[src/rtl/dcnn_s0_wdconv_if.sv]
// ---------------------------------------------------------------------------
// dcnn_s0_wdconv_if : per-channel word-in / lane-out handshake bundle
// Revision: 1.0
// ---------------------------------------------------------------------------
`default_nettype none

interface dcnn_s0_wdconv_if #(
  parameter int NCH   = 2,
  parameter int DW    = 32,
  parameter int RATIO = 2,
  parameter int DEPTH = 4
);
  localparam int IW  = DW * RATIO;
  localparam int NLW = $clog2(RATIO) + 1;
  localparam int LVW = $clog2(DEPTH + 1);

  logic [IW-1:0]  in_data    [NCH];
  logic [NLW-1:0] in_nlanes  [NCH];
  logic           in_vld     [NCH];
  logic           in_rdy     [NCH];
  logic [DW-1:0]  out_data   [NCH];
  logic           out_vld    [NCH];
  logic           out_rdy    [NCH];
  logic           out_last   [NCH];
  logic [LVW-1:0] fifo_level [NCH];
  logic           err_zero   [NCH];

  modport master (
    output in_data, in_nlanes, in_vld, out_rdy,
    input  in_rdy, out_data, out_vld, out_last, fifo_level, err_zero
  );

  modport slave (
    input  in_data, in_nlanes, in_vld, out_rdy,
    output in_rdy, out_data, out_vld, out_last, fifo_level, err_zero
  );
endinterface

`default_nettype wire

[src/rtl/dcnn_s0_wdconv.sv]
// ---------------------------------------------------------------------------
// dcnn_s0_wdconv : multi-channel word-to-lane width converter with input FIFO
// Revision: 1.0
// ---------------------------------------------------------------------------
`default_nettype none

module dcnn_s0_wdconv #(
  parameter int NCH   = 2,
  parameter int DW    = 32,
  parameter int RATIO = 2,
  parameter int DEPTH = 4
) (
  input  wire logic         clk,
  input  wire logic         rst,
  input  wire logic         cfg_msb_first,
  dcnn_s0_wdconv_if.slave   bus
);
  localparam int IW  = DW * RATIO;
  localparam int NLW = $clog2(RATIO) + 1;
  localparam int LVW = $clog2(DEPTH + 1);
  localparam int AW  = $clog2(DEPTH);
  localparam int CW  = $clog2(RATIO);

  for (genvar i = 0; i < NCH; i++) begin : g_ch
    logic [IW-1:0]  data_mem [DEPTH];
    logic [NLW-1:0] nl_mem   [DEPTH];
    logic [AW-1:0]  wr_ptr, rd_ptr;
    logic [LVW-1:0] level;
    logic [CW-1:0]  cnt;
    logic           mode_q;
    logic           err_q;

    logic           rdy, push, zero_word, vld, xfer, pop, last, mode_eff;
    logic [NLW-1:0] nl_wr, nl_head, rev_idx;
    logic [CW-1:0]  lane_idx;
    logic [IW-1:0]  head_word;
    logic [DW-1:0]  lane;

    assign rdy       = !rst && (level != LVW'(DEPTH));
    assign push      = bus.in_vld[i] && rdy && (bus.in_nlanes[i] != '0);
    assign zero_word = bus.in_vld[i] && rdy && (bus.in_nlanes[i] == '0);
    assign nl_wr     = (bus.in_nlanes[i] > NLW'(RATIO)) ? NLW'(RATIO) : bus.in_nlanes[i];

    assign vld       = (level != '0);
    assign head_word = data_mem[rd_ptr];
    assign nl_head   = nl_mem[rd_ptr];

    // The first lane follows the live config; later lanes reuse what was captured with it.
    assign mode_eff  = (cnt == '0) ? cfg_msb_first : mode_q;
    assign rev_idx   = nl_head - NLW'(1) - NLW'(cnt);
    assign lane_idx  = mode_eff ? rev_idx[CW-1:0] : cnt;
    assign last      = (NLW'(cnt) == (nl_head - NLW'(1)));
    assign xfer      = vld && bus.out_rdy[i];
    assign pop       = xfer && last;

    always_comb begin
      lane = '0;
      for (int k = 0; k < RATIO; k++) begin
        if (lane_idx == CW'(k)) lane = head_word[k*DW +: DW];
      end
    end

    always_ff @(posedge clk) begin
      if (rst) begin
        wr_ptr <= '0;
        rd_ptr <= '0;
        level  <= '0;
        cnt    <= '0;
        mode_q <= 1'b0;
        err_q  <= 1'b0;
      end else begin
        if (push) wr_ptr <= wr_ptr + AW'(1);
        if (pop)  rd_ptr <= rd_ptr + AW'(1);
        case ({push, pop})
          2'b10:   level <= level + LVW'(1);
          2'b01:   level <= level - LVW'(1);
          default: level <= level;
        endcase
        if (zero_word) err_q <= 1'b1;
        if (cnt == '0) mode_q <= cfg_msb_first;
        if (pop)       cnt <= '0;
        else if (xfer) cnt <= cnt + CW'(1);
      end
    end

    // Storage is not reset; pointers and level alone define what is valid.
    always_ff @(posedge clk) begin
      if (push) begin
        data_mem[wr_ptr] <= bus.in_data[i];
        nl_mem[wr_ptr]   <= nl_wr;
      end
    end

    assign bus.in_rdy[i]     = rdy;
    assign bus.out_vld[i]    = vld;
    assign bus.out_data[i]   = vld ? lane : '0;
    assign bus.out_last[i]   = vld && last;
    assign bus.fifo_level[i] = level;
    assign bus.err_zero[i]   = err_q;
  end

endmodule

`default_nettype wire

[src/flat_wrapper.sv]
// flat-port wrapper written by rule: the top's interface ports become plain ports
module dcnn_s0_wdconv_flat 
#(
  parameter int NCH   = 2,
  parameter int DW    = 32,
  parameter int RATIO = 2,
  parameter int DEPTH = 4
)
  (clk, rst, cfg_msb_first, bus_in_data, bus_in_nlanes, bus_in_vld, bus_out_rdy, bus_in_rdy, bus_out_data, bus_out_vld, bus_out_last, bus_fifo_level, bus_err_zero);
  dcnn_s0_wdconv_if #(.NCH(NCH), .DW(DW), .RATIO(RATIO), .DEPTH(DEPTH)) bus_i ();
  input  wire logic clk;
  input  wire logic rst;
  input  wire logic cfg_msb_first;
  input wire logic [$bits(bus_i.in_data)-1:0] bus_in_data;
  input wire logic [$bits(bus_i.in_nlanes)-1:0] bus_in_nlanes;
  input wire logic [$bits(bus_i.in_vld)-1:0] bus_in_vld;
  input wire logic [$bits(bus_i.out_rdy)-1:0] bus_out_rdy;
  output wire logic [$bits(bus_i.in_rdy)-1:0] bus_in_rdy;
  output wire logic [$bits(bus_i.out_data)-1:0] bus_out_data;
  output wire logic [$bits(bus_i.out_vld)-1:0] bus_out_vld;
  output wire logic [$bits(bus_i.out_last)-1:0] bus_out_last;
  output wire logic [$bits(bus_i.fifo_level)-1:0] bus_fifo_level;
  output wire logic [$bits(bus_i.err_zero)-1:0] bus_err_zero;
  assign bus_i.in_data = {>>{bus_in_data}};
  assign bus_i.in_nlanes = {>>{bus_in_nlanes}};
  assign bus_i.in_vld = {>>{bus_in_vld}};
  assign bus_i.out_rdy = {>>{bus_out_rdy}};
  assign bus_in_rdy = {>>{bus_i.in_rdy}};
  assign bus_out_data = {>>{bus_i.out_data}};
  assign bus_out_vld = {>>{bus_i.out_vld}};
  assign bus_out_last = {>>{bus_i.out_last}};
  assign bus_fifo_level = {>>{bus_i.fifo_level}};
  assign bus_err_zero = {>>{bus_i.err_zero}};
  dcnn_s0_wdconv #(.NCH(NCH), .DW(DW), .RATIO(RATIO), .DEPTH(DEPTH)) u_core (.clk(clk), .rst(rst), .cfg_msb_first(cfg_msb_first), .bus(bus_i));
endmodule
[config.mk]
export PLATFORM = sky130hd
export DESIGN_NAME = dcnn_s0_wdconv_flat
export DESIGN_NICKNAME = d
export VERILOG_FILES = /design/src/rtl/dcnn_s0_wdconv_if.sv /design/src/rtl/dcnn_s0_wdconv.sv /design/src/flat_wrapper.sv
export SDC_FILE = /design/constraint.sdc
export NUM_CORES = 1
export LEC_CHECK = 0
export ABC_AREA = 1
export CORE_ASPECT_RATIO = 1.5
export CORE_MARGIN = 1
export CORE_UTILIZATION = 35
export CTS_CLUSTER_DIAMETER = 120
export DETAILED_ROUTE_END_ITERATION = 8
export PLACE_DENSITY_LB_ADDON = 0.15
export SLEW_MARGIN = 20
export SYNTH_ARGS = -nofsm -noshare
export SYNTH_HDL_FRONTEND = slang
export SYNTH_SLANG_ARGS = --single-unit
[constraint.sdc]
create_clock -name clk -period 5.4 [get_ports clk]
set_input_delay 1.08 -clock clk [delete_from_list [all_inputs] [get_ports clk]]
set_output_delay 1.08 -clock clk [all_outputs]
set_load 0.01 [all_outputs]
==> summary.txt, run 1 <==
Clock tree
  – Post-CTS sizing: 0
  – Clk sinks: 552
  – Post-CTS clock slew at the launch and capture registers of the worst setup and hold paths: 0.06 ns
  – Maximum level of the CTS H-tree: 2
  – Clk buf depth: 3
  – TritonCTS clock tree: yes
  – CTS Hold Buffers Added: 0
  – # Post-CTS Setup Buffers: 0
  – Clock root buffer master: clkbuf_16
  – Clock buffer count from CTS: 54
  – Clock latency on the worst-skew pair: 0.60 ns

Place
  – Total instance count after detailed placement: 2,857
  – HPWL after detailed placement: 33,600 um
  – Setup WS pre-CTS: 0.751 ns
  – Gpl congestion: 0.743
  – Number of input and output port buffers inserted: 216
  – Placement Cell Area: 25,600 um2

Routing
  – Wire length reported by the detailed router: 57,500 um
  – DR iter-0 viols: 874
  – Number of search-and-repair iterations in the first detailed-routing pass: 6
  – Overall via count from detail_route: 14,800
  – Routed wire length per instance: 19.5 um
  – Number of antenna-violating nets in the routed design: 0
  – Number of vias per cell: 5.02
  – # DRC: 0

Timing
  – RSZ-0062 raised after global routing: false
  – Clock skew: 0.0148 ns
  – Smallest setup slack after layout: 0.579 ns
  – Transition time of the tightest slew-check pin: 1.04 ns
  – Number of hold violations in the final report: 0
  – F_max: 207 MHz
  – Setup tns final: 0 ns
  – Final Max Tran Viols: 0
  – Endpoints failing setup: 0
  – Relative slew slack: 30.6%
  – Min Tclk post-route: 4.82 ns
  – Share of the clock period used by the worst path after layout: 89.3%

Synthesis
  – Mapped Nets: 2,066
  – Async set or reset register ratio after synthesis: 0%
  – Post-Syn Instances: 1,915
  – Number of synthesized flops with an enable pin: 528
  – Ys flop type: edfxtp_1
  – Mean instance size in the synthesized netlist: 11.7 um2
  – Cell area after synthesis: 22,500 um2
  – Sequential element share of the synthesized area: 72.7%
  – #FFs+latches synth: 552
  – Warnings, synthesis: 0
  – Yosys cell types: 28

Setup path
  – Crit Path Max Fanout: 60
  – Destination of the worst register-to-register timing path: u_core.g_ch[1].level[2]
  – Critical path class: reg2out
  – Number of cells traversed by the worst register-to-register path: 12
  – Worst path arrival time: 3.74 ns
  – R2R Setup Slk: 2.33 ns
  – Kind of start point of the critical path: register
  – Data required time at the worst endpoint: 4.32 ns
  – CP Capture Type: output pin
  – Crit Reg-Reg Startpoint: u_core.g_ch[1].level[0]

Hold path
  – Worst Hold End: u_core.g_ch[0].err_q
  – Hold Path Stages: 2
  – HP Start: u_core.g_ch[0].err_q
  – Worst min path class: reg2reg

GRT
  – GR met2 Demand/Resource: 31.6%
  – GR Overflow Total: 0
  – Met1 Track Usage GR: 21.3%
  – Overall fraction of global-route tracks in use: 17.6%
  – Vias in the first global route: 14,600
  – Number of antenna violations at the first check in global routing: 7
  – Most congested layer reported by global routing: met2
  – Met3 track utilization from global routing: 3.58%
  – Maximum number of pins on one net before global-route repair: 91
  – Wire length of the first global-routing pass: 88,000 um

Layout
  – Share of layout cells above drive strength 1: 7.07%
  – Count of antenna diodes in the layout: 0
  – Commonest cells after routing, fill and taps aside: edfxtp_1, nand2_1, nor2_1, clkdlybuf4s50_1, nand3_1
  – Most common cell after layout, fill and taps aside: edfxtp_1
  – Final standard cell area without fillers: 27,400 um2
  – NumNets Final: 2,259
  – Area used by multi-input combinational logic: 5430 um2
  – Area Overhead vs Synth: 21.8%
  – Final Instance Count excl. Fillers: 2,956
  – Filler instances: 5,824
  – Register Area: 16,300 um2

Floorplan
  – Initial core utilization: 35.4%
  – Floorplan row count: 113
  – Floorplan die area: 65,300 um2
  – Die H: 312 um
  – Horizontal die dimension: 209 um
  – Core Box Area: 63,500 um2
  – Num ports: 217

Outcome
  – Outcome: completed

Power and ir drop
  – IR Drop Worst-Case VDD: 283 uV
  – Static leakage: 9.73 nW
  – Power per unit of standard cell area: 349 nW/um2

Job
  – Max Cap Violations: 0
[layout make-up]
| class | count | area share [%] |
|---|---|---|
| Multi-Input combinational cell | 1199 | 19.8 |
| Clock inverter | 26 | 1.03 |
| Tap cell | 805 | 3.68 |
| Clock buffer | 73 | 5.57 |
| Sequential cell | 552 | 59.7 |
| Timing Repair Buffer | 257 | 9.57 |
| Inverter | 44 | 0.622 |
[routing by layer]
| metal | wire [um] | share of wire, % |
|---|---|---|
| met1 | 23300 | 40 |
| met2 | 29400 | 51 |
| met3 | 3540 | 6.1 |
| met4 | 1230 | 2.1 |
| met5 | 64 | 0.11 |
[registers in the layout, indices dropped and copies added, names as in the netlist, named ones only]
signal	count
u_core.g_ch.err_q	2
u_core.g_ch.wr_ptr	4
u_core.g_ch.level	6
u_core.g_ch.cnt	2
u_core.g_ch.rd_ptr	4
u_core.g_ch.mode_q	2
u_core.g_ch.nl_mem	16
u_core.g_ch.data_mem	512
[how the worst max path moves through the flow]
| stage | cells after the start | from | end |
|---|---|---|---|
| 6_report | 11 | register | bus_out_data[23] |
| 5_1_grt | 10 | register | bus_out_data[41] |
| 2_1_floorplan | 5 | rst | u_core.g_ch[0].data_mem[0][0] |
| 4_1_cts | 10 | register | bus_out_data[41] |
| 3_3_place_gp | 9 | cfg_msb_first | bus_out_data[23] |
| 3_5_place_dp | 9 | cfg_msb_first | bus_out_data[0] |
[power by group]
group	internal [W]	switching [W]	leakage (nW)
sequential	0.00479	0.0000285	4.98
clock	0.00226	0.00156	0.885
combinational	0.000378	0.000548	3.87
[critical path, cell delays in order, from the launching register on]
cell             delay [ns]
dfxtp_4                0.36
buf_4                  0.55
nand2_1                0.23
nand3_4                0.17
nand2_2                0.08
nand2_2                0.07
nand3_2                0.30
buf_4                  0.37
nand3_1                0.11
nand2_1                0.07
nor2_1                 0.22
clkdlybuf4s50_1        0.59
[synthesized netlist by cell type (6+ instances only)]
cell type | count | area (um2)
edfxtp_1 | 528 | 15900
nand2_1 | 448 | 1680
nor2_1 | 290 | 1090
nand3_1 | 212 | 1060
o21ai_0 | 135 | 676
buf_2 | 64 | 320
o22ai_1 | 64 | 400
inv_1 | 40 | 150
clkbuf_1 | 32 | 120
dfxtp_1 | 24 | 480
a21oi_1 | 14 | 70.1
buf_4 | 11 | 82.6
ha_1 | 10 | 125
buf_1 | 7 | 26.3
buf_6 | 6 | 67.6
[kinds of logic (layout without fill, tap and decap cells)]
group	after synthesis	count (layout)	share of synthesized area, %
buffers and inverters	164	400	3.50
AO/OA/AOI/OAI	219	219	5.30
XOR/XNOR	2	2	0.0779
AND/OR/NAND/NOR	966	966	17.7
adder cells (fa/ha/maj)	12	12	0.735
flip-flops	552	552	72.7
[stage by stage]
step / total power [W] / util (%) / hold slack (ns)
finish: 0.00956 / 43.1 / 0.464
global route: 0.00990 / 43.1 / 0.498
CTS: 0.00969 / 43.1 / 0.473
detailed placement: 0.00584 / 40.3 / 0.463
global placement: 0.00583 / 40.3 / 0.442
floorplan: 0.00537 / - / 0.430
Power figures use the tool's default switching activity.
==> run 2: changes to the inputs <==
--- a/config.mk
+++ b/config.mk
@@ -6,7 +6,6 @@
 export NUM_CORES = 1
 export LEC_CHECK = 0
 export ABC_AREA = 1
-export CORE_ASPECT_RATIO = 1.5
 export CORE_MARGIN = 1
 export CORE_UTILIZATION = 35
 export CTS_CLUSTER_DIAMETER = 120
==> summary.txt, run 2 (synthesis gave the netlist of run 1 again) <==
Setup path
  – CP Capture Type: output pin
  – Worst path top cell family by delay: simple AND/OR/NAND/NOR gates
  – Worst path max stage delay: 0.64 ns
  – Slowest stage cell on the critical path: nand3_2
  – Worst path arrival time: 3.71 ns
  – Critical path class: reg2out
  – Crit Path Max Fanout: 58
  – Kind of start point of the critical path: register
  – Worst setup path endpoint: bus_out_data[12]
  – Destination of the worst register-to-register timing path: u_core.g_ch[0].level[2]
  – Data required time at the worst endpoint: 4.32 ns
  – Buffers plus inverters on the worst setup path: 2
  – Depth of the critical timing path with buffers and inverters included: 10
  – Number of cells traversed by the worst register-to-register path: 14
  – R2R Setup Slk: 2.44 ns
  – Most frequent cell on the critical path: nand2_2
  – Critical path cell sequence: inv_4, nand2_2, nand3_4, nand2_2, nand2_2, nand3_2, nand3_1, nand2_1, nor2_1, clkdlybuf4s50_1

Clock tree
  – Post-CTS clock slew at the launch and capture registers of the worst setup and hold paths: 0.06 ns
  – Clock buffer count from CTS: 59
  – Clk buf depth: 3
  – CTS Hold Buffers Added: 0
  – # Post-CTS Setup Buffers: 0
  – Maximum level of the CTS H-tree: 2
  – Clock root buffer master: clkbuf_16
  – Post-CTS sizing: 0
  – Clock latency on the worst-skew pair: 0.63 ns
  – TritonCTS clock tree: yes
  – Clk sinks: 552

Floorplan
  – Floorplan row count: 92
  – Num ports: 217
  – Horizontal die dimension: 255 um
  – Floorplan die area: 65,200 um2
  – Die H: 255 um
  – Core Box Area: 63,300 um2
  – Initial core utilization: 35.5%

Layout
  – Commonest cells after routing, fill and taps aside: edfxtp_1, nand2_1, nor2_1, clkdlybuf4s50_1, nand3_1
  – Final Instance Count excl. Fillers: 3,005
  – NumNets Final: 2,255
  – Registers with the most flip-flops: u_core.g_ch.data_mem: 512 flops, u_core.g_ch.nl_mem: 16 flops, u_core.g_ch.level: 6 flops
  – Final standard cell utilization of the core: 43.4%
  – Register Area: 16,300 um2
  – Largest register FFs: 512
  – Register with the most flip-flops: u_core.g_ch.data_mem
  – Share of layout cells above drive strength 1: 6.77%
  – Area used by multi-input combinational logic: 5420 um2
  – Most common cell after layout, fill and taps aside: edfxtp_1
  – Area Overhead vs Synth: 22.3%
  – Filler instances: 5,885

Routing
  – Number of vias per cell: 4.87
  – Highest routed layer: met5
  – Number of antenna-violating nets in the routed design: 0
  – Overall via count from detail_route: 14,600
  – Number of search-and-repair iterations in the first detailed-routing pass: 5
  – Wire length reported by the detailed router: 57,100 um
  – Routed wl met3: 3310 um
  – # DRC: 0
  – Met2 Routed Length: 27,100 um
  – Routed wire length per instance: 19.0 um
  – DRT met1 WL: 25,600 um
  – DR iter-0 viols: 982

Timing
  – Clock skew: 0.0257 ns
  – F_max: 209 MHz
  – Setup tns final: 0 ns
  – Share of the clock period used by the worst path after layout: 88.8%
  – RSZ-0062 raised after global routing: false
  – Final Max Tran Viols: 0
  – Relative slew slack: 35.9%
  – Min Tclk post-route: 4.79 ns
  – Endpoints failing setup: 0
  – Transition time of the tightest slew-check pin: 0.962 ns
  – Smallest setup slack after layout: 0.607 ns
  – Number of hold violations in the final report: 0

Place
  – Number of input and output port buffers inserted: 216
  – Gpl congestion: 0.737
  – HPWL after detailed placement: 33,000 um
  – Total instance count after detailed placement: 2,889
  – Setup WS pre-CTS: 0.627 ns

GRT
  – GR Overflow Total: 0
  – Number of antenna violations at the first check in global routing: 8
  – Wire length of the first global-routing pass: 86,600 um
  – Overall fraction of global-route tracks in use: 17.2%
  – Vias in the first global route: 14,300
  – Maximum number of pins on one net before global-route repair: 85

Power and ir drop
  – Combinational share of power: 9.3%
  – Power per unit of standard cell area: 357 nW/um2
  – Reported net switching power: 0.00223 W
  – Net Sw Frac: 22.7%
  – Internal: 0.00758 W
  – Static leakage: 9.75 nW
  – IR Drop Worst-Case VDD: 289 uV
  – Share of power burned in registers: 49.1%
  – Fraction of power consumed by the clock network: 41.6%

Job
  – Max Cap Violations: 0

Hold path
  – Worst min path class: reg2reg

Outcome
  – Outcome: completed
run 2: changes by cell type in the layout (fill, tap and decap cells not counted), moves of 3 or more:
cell,before,now
buf_12,12,9
buf_4,29,23
clkbuf_1,10,13
clkbuf_16,55,60
clkbuf_8,8,0
clkinv_1,10,15
clkinv_2,6,12
diode_2,0,4
run 2: worst min path at each step:
stage	end	start	cells after the start	slack, ns
4_1_cts	u_core.g_ch[0].err_q	u_core.g_ch[0].err_q	2	0.46
6_report	u_core.g_ch[0].err_q	u_core.g_ch[0].err_q	2	0.45
2_1_floorplan	u_core.g_ch[0].err_q	u_core.g_ch[0].err_q	2	0.43
5_1_grt	u_core.g_ch[1].err_q	u_core.g_ch[1].err_q	2	0.49
3_5_place_dp	u_core.g_ch[0].err_q	u_core.g_ch[0].err_q	2	0.45
3_3_place_gp	u_core.g_ch[0].err_q	u_core.g_ch[0].err_q	2	0.44
run 2: stage by stage:
step / area, um2 / hold slack [ns] / power (W)
final: 27500 / 0.450 / 0.00981
after global routing: 27500 / 0.490 / 0.0102
after CTS: 27500 / 0.458 / 0.00993
after detailed placement: 25500 / 0.447 / 0.00583
after global placement: 25500 / 0.443 / 0.00582
after floorplan: 22500 / 0.430 / 0.00537
run 2: cell type report:
type / instances / share of cell area (%)
Sequential cell: 552 / 59.5
Clock inverter: 39 / 1.54
Clock buffer: 73 / 5.64
Multi-Input combinational cell: 1199 / 19.7
Antenna cell: 4 / 0.0364
Inverter: 44 / 0.619
Tap cell: 846 / 3.85
Timing Repair Buffer: 248 / 9.15
run 2: metal layers:
layer  track usage, %  vias up
met4             4.23        8
met1             23.4     7108
met2             27.8      338
met3             3.88       73
li1                 -     7107
met5                0        -
run 2: worst min-delay path, cell delays in order (launching register included):
cell,delay (ns)
dfxtp_1,0.31
inv_1,0.05
a21oi_1,0.05
run 2: power groups by stage:
| stage | Clock (W) | Sequential (W) | Combinational, W |
|---|---|---|---|
| floorplan | 0 | 0.00491 | 0.000465 |
| global placement | 0 | 0.00490 | 0.000918 |
| detailed placement | 0 | 0.00490 | 0.000921 |
| CTS | 0.00419 | 0.00481 | 0.000926 |
| global route | 0.00436 | 0.00482 | 0.00101 |
| finish | 0.00408 | 0.00481 | 0.000911 |
